==> src/rtl/fifo_wr_ingress.sv <==
// Write-side ingress: skid-buffered valid/ready stream into the async FIFO write port, with truncation and stats.
// Latency: a word accepted into an empty head is written on the next cycle; one word per cycle sustained.
// Backpressure: head stalls on halffull (packet start) or full; s_ready drops once the skid entry is occupied.
module fifo_wr_ingress #(
   parameter int DATA_WIDTH = 8,
   parameter int MAX_PKT    = 64,
   parameter int CNT_WIDTH  = 16
) (
   input  logic                  wclk,
   input  logic                  wrst_n,
   input  logic                  s_valid,
   output logic                  s_ready,
   input  logic [DATA_WIDTH-1:0] s_data,
   input  logic                  s_last,
   input  logic                  full,
   input  logic                  halffull,
   output logic                  w_en,
   output logic [DATA_WIDTH:0]   wdata,
   input  logic                  err_clr,
   output logic                  pkt_err,
   output logic [CNT_WIDTH-1:0]  wr_count,
   output logic [CNT_WIDTH-1:0]  drop_count
);

   localparam int CW = $clog2(MAX_PKT + 1);

   typedef enum logic [1:0] {IDLE, PKT, DROP} state_t;

   typedef struct packed {
      logic                  last;
      logic [DATA_WIDTH-1:0] data;
   } word_t;

   word_t          head_word_q, head_word_d, skid_word_q, skid_word_d, s_word;
   logic           head_v_q, head_v_d, skid_v_q, skid_v_d;
   logic           s_ready_q, s_ready_d;
   state_t         state_q, state_d;
   logic [CW-1:0]  cnt_q, cnt_d;
   logic           pkt_err_q, pkt_err_d;
   logic [CNT_WIDTH-1:0] wr_count_q, wr_count_d, drop_count_q, drop_count_d;
   logic           push, pop, drop, force_last, err_set;

   assign s_word     = '{last: s_last, data: s_data};
   assign push       = s_valid & s_ready_q;
   assign s_ready    = s_ready_q;
   assign pkt_err    = pkt_err_q;
   assign wr_count   = wr_count_q;
   assign drop_count = drop_count_q;
   assign wdata      = {head_word_q.last | force_last, head_word_q.data};

   // Write strobe and pop decision from registered state and the FIFO flags only.
   always_comb begin
      w_en       = 1'b0;
      force_last = 1'b0;
      drop       = 1'b0;
      case (state_q)
         IDLE: w_en = head_v_q & ~halffull & ~full;
         PKT: begin
            w_en       = head_v_q & ~full;
            // cnt_q words already written, so this is word MAX_PKT when cnt_q hits MAX_PKT-1.
            force_last = w_en & ~head_word_q.last & (cnt_q == CW'(MAX_PKT - 1));
         end
         DROP: drop = head_v_q;
         default: ;
      endcase
      pop = w_en | drop;
   end

   // Two-entry skid buffer: pops refill the head from the skid, pushes land in the first free slot.
   always_comb begin
      head_v_d    = head_v_q;
      head_word_d = head_word_q;
      skid_v_d    = skid_v_q;
      skid_word_d = skid_word_q;
      if (pop) begin
         if (skid_v_q) begin
            head_word_d = skid_word_q;
            skid_v_d    = 1'b0;
         end else begin
            head_v_d = 1'b0;
         end
      end
      // A push only occurs with the skid empty, because s_ready is low whenever it is occupied.
      if (push) begin
         if (!head_v_d) begin
            head_v_d    = 1'b1;
            head_word_d = s_word;
         end else begin
            skid_v_d    = 1'b1;
            skid_word_d = s_word;
         end
      end
      s_ready_d = ~skid_v_d;
   end

   // Packet FSM: gate starts on halffull, count beats, truncate at MAX_PKT and drop the remainder.
   always_comb begin
      state_d = state_q;
      cnt_d   = cnt_q;
      err_set = 1'b0;
      case (state_q)
         IDLE: begin
            if (w_en) begin
               cnt_d = CW'(1);
               if (!head_word_q.last) state_d = PKT;
            end
         end
         PKT: begin
            if (w_en) begin
               cnt_d = cnt_q + CW'(1);
               if (head_word_q.last) begin
                  state_d = IDLE;
               end else if (force_last) begin
                  err_set = 1'b1;
                  state_d = DROP;
               end
            end
         end
         DROP: begin
            if (drop && head_word_q.last) state_d = IDLE;
         end
         default: state_d = IDLE;
      endcase
   end

   // Sticky error and saturating counters; a coincident event overrides the clear.
   always_comb begin
      pkt_err_d    = err_clr ? err_set : (pkt_err_q | err_set);
      wr_count_d   = wr_count_q;
      drop_count_d = drop_count_q;
      if (err_clr) begin
         wr_count_d   = w_en ? CNT_WIDTH'(1) : '0;
         drop_count_d = drop ? CNT_WIDTH'(1) : '0;
      end else begin
         if (w_en && (wr_count_q != {CNT_WIDTH{1'b1}}))
            wr_count_d = wr_count_q + CNT_WIDTH'(1);
         if (drop && (drop_count_q != {CNT_WIDTH{1'b1}}))
            drop_count_d = drop_count_q + CNT_WIDTH'(1);
      end
   end

   // State registers; reset discards buffered words and any partial packet.
   always_ff @(posedge wclk or negedge wrst_n) begin
      if (!wrst_n) begin
         head_v_q     <= 1'b0;
         head_word_q  <= '0;
         skid_v_q     <= 1'b0;
         skid_word_q  <= '0;
         s_ready_q    <= 1'b1;
         state_q      <= IDLE;
         cnt_q        <= '0;
         pkt_err_q    <= 1'b0;
         wr_count_q   <= '0;
         drop_count_q <= '0;
      end else begin
         head_v_q     <= head_v_d;
         head_word_q  <= head_word_d;
         skid_v_q     <= skid_v_d;
         skid_word_q  <= skid_word_d;
         s_ready_q    <= s_ready_d;
         state_q      <= state_d;
         cnt_q        <= cnt_d;
         pkt_err_q    <= pkt_err_d;
         wr_count_q   <= wr_count_d;
         drop_count_q <= drop_count_d;
      end
   end

endmodule

==> config.mk <==
export PLATFORM = sky130hd
export DESIGN_NAME = fifo_wr_ingress
export DESIGN_NICKNAME = d
export VERILOG_FILES = /design/src/rtl/fifo_wr_ingress.sv
export SDC_FILE = /design/constraint.sdc
export NUM_CORES = 1
export LEC_CHECK = 0
export BUFFER_PORTS_ARGS = -buffer_cell sky130_fd_sc_hd__buf_2
export CORE_MARGIN = 5
export CORE_UTILIZATION = 40
export CTS_CLUSTER_DIAMETER = 120
export DETAILED_ROUTE_END_ITERATION = 8
export GPL_TIMING_DRIVEN = 0
export PLACE_DENSITY = 0.57
export RECOVER_POWER = 100
export SYNTH_ARGS = -nofsm -noshare
export SYNTH_HDL_FRONTEND = slang
export SYNTH_SLANG_ARGS = --single-unit
==> constraint.sdc <==
create_clock -name wclk -period 4.9 [get_ports wclk]
set_clock_uncertainty 0.2 [all_clocks]
set_input_delay 0.245 -clock wclk [delete_from_list [all_inputs] [get_ports wclk]]
set_output_delay 0.245 -clock wclk [all_outputs]
set_load 0.03 [all_outputs]
==> flow_metrics.tcl <==
set metrics [dict create \
    outcome "finished clean" \
    yosysWarnings 0 \
    cts.htree.levels 3 \
    slew_viol_final 0 \
    avgSynthCellArea_um2 9.60 \
    initial_core_util 0.407 \
    period_share 0.595 \
    ys_ff_latch 63 \
    coreArea_um2 8680 \
    port-buffer-count 57 \
    cp_data_arrival_time_ns 2.47 \
    layout.nets 465 \
    holdPathStages 3 \
    critical_path.max_fanout 10 \
    clock_latency_ns 0.34 \
    ant_nets 0 \
    drc 0 \
    diodes 0 \
    synth_edf_count 0 \
    power_mw 1.83 \
    setup_viol 0 \
    die_w_um 104 \
    synth.top_cell.area_share 0.439 \
    io_pins 59 \
    postCtsSetupBuffers 0 \
    total_leakage_power_nw 1.72 \
    hold_viol 0 \
    ir_worst_vdd_mv 0.355 \
    cts_tree "yes" \
    drtPass1Iterations 4 \
    drt_iter0_markers 141 \
    instances_no_fill 560 \
    critPathCaptureType "output pin" \
    drive_gt1_frac 0.157 \
    setup-tns-final_ns 0 \
    grt_pass1_wl_um 16100 \
    min_period_ns 2.91 \
    rsz0062_at_grt "no" \
    syn-num-nets 386 \
    grt_start_max_net_pins 64 \
    hpwl_um 6290 \
    cts_made_buffers 9 \
    yosysUniqueCellTypes 55 \
    hp-class "in -> reg" \
    vias_per_cell 5.68 \
    fill_cells 865 \
    grt_pass1_vias 3182 \
    numClockSinks 63 \
    syn-cell-area_um2 3530 \
    wirelength_um 9220 \
    die_area_um2 10800 \
    synth_seq_area_share 0.447 \
    slew_headroom 0.168 \
    row_count 34 \
    crit_required_ns 4.45 \
    syn2layout_area_growth_pct 18.5 \
    die_h_um 104 \
    drt-wirelength-per-cell_um 16.5 \
    cts-resized-gates 0 \
    dp_cells 533 \
    fmax_mhz 343 \
    synthFlopType "dfrtp_1" \
    async_flop_share 1.00 \
    worstSetupPathType "reg -> out" \
    clockBufferDepth 2 \
    gr-total-overflow 0 \
    yosys.area.top_type "dfrtp_1" \
    place.gp.congestion 0.838 \
    cap_violations 0 \
    vias 3181 \
    powerDensity_nw_per_um2 438 \
    mostFrequentLayoutCell "dfrtp_1" \
    critPathLaunchType "register" \
    root_buffer "clkbuf_8" \
    worstMarginPinSlew_ns 1.24 \
    postSynthCellCount 368 \
    r2r_cells 6 \
    cts.clk_slew.worst_paths_ns 0.07 \
    holdWs_ns 0.0587 \
    synthTopCellsByArea "dfrtp_1 (44%), mux2_2 (5.4%), nor2_1 (4.1%)" \
    grt_usage 0.176 \
    antenna_found_initial 0 \
    final_cell_mix "dfrtp_1 (62), clkbuf_1 (59), nor2_1 (39)" \
]
## per-stage QoR
step / util / setup WS, ns / instance area, µm²
2_1_floorplan: - / 2.70 / 3530
3_3_place_gp: 0.456 / 2.54 / 3950
3_5_place_dp: 0.456 / 2.48 / 3960
4_1_cts: 0.490 / 2.33 / 4250
5_1_grt: 0.482 / 1.76 / 4190
6_report: 0.482 / 1.99 / 4190
## synth_stat cells (2+ instances only)
cell type,count
dfrtp_1,62
nor2_1,39
nand2_1,26
nand3_1,20
a21oi_1,18
mux2_2,17
nand4_1,16
nor3_1,13
nor2b_1,12
mux2i_1,11
o21ai_0,10
buf_4,9
clkbuf_1,9
o221a_2,9
nor4_1,7
and4_1,6
or3_1,6
a211oi_1,5
and3_1,5
o31ai_1,5
or4_1,5
and2_1,4
buf_2,4
a41oi_1,3
ha_1,3
inv_1,3
nand2b_1,3
a211o_1,2
a31o_2,2
a31oi_1,2
a32o_1,2
nor3b_1,2
o211a_1,2
o31a_1,2
or2_2,2
xnor2_1,2
xor2_1,2
## state kept, by name, indices dropped and copies added, names as in the netlist, 2 cells and up
name,cells
wdata,8
cnt_q,7
state_q,2
skid_word_q,9
drop_count,16
wr_count,16
## what timing repair did
action | in CTS | in global routing
endpoints found under the setup margin | 0 | 0
hold buffers | 11 | 0
hold endpoints to repair | 81 | 0
## cell families after synthesis
group           Yosys count  synth area share
compound gates           70             0.146
flops                    63             0.447
xor+xnor                  4           0.00992
simple gates            172             0.258
mux                      29            0.0885
fa+ha+maj                 3            0.0106
buf+inv                  27            0.0400
## worst max-delay path, cell delays in order (launching register included)
cell	delay (ns)
dfrtp_1	0.34
clkbuf_1	0.32
nor3b_1	0.45
clkbuf_1	0.46
a31o_2	0.23
clkbuf_1	0.34
## cell type report
class / count / area [µm²] / area share
buffer: 23 / 118 / 0.0281
clock buffer: 13 / 169 / 0.0403
clock inverter: 3 / 17.5 / 0.00418
inverter: 4 / 15.0 / 0.00359
multi-input combinational: 278 / 1810 / 0.433
sequential: 63 / 1580 / 0.377
tap: 108 / 135 / 0.0323
timing repair buffer: 68 / 343 / 0.0819
## per-layer routing
metal,wire [µm],share of wire,track usage
met5,0,0,0
met4,59,0.0064,0.0685
met3,582,0.063,0.0441
met2,4310,0.47,0.273
met1,4270,0.46,0.237
## final timing paths
check	startpoint	endpoint	slack [ns]
worst min-delay path	halffull	cnt_q[2]	0.06
worst max-delay path	head_v_q	wdata[8]	1.99
max in group asynchronous	wrst_n	wr_count[8]	3.63
min in group asynchronous	wrst_n	drop_count[7]	0.33
worst min register to register	skid_word_q[3]	skid_word_q[3]	0.31
worst max register to register	head_v_q	wr_count[7]	2.18
## report_power, final
group	internal, mW	leakage [nW]	switching, mW	total (mW)
logic	0.279	0.800	0.383	0.662
clock network	0.224	0.0954	0.208	0.432
registers	0.642	0.821	0.0987	0.740
total	1.14	1.72	0.690	1.83
Power figures use the tool's default switching activity.
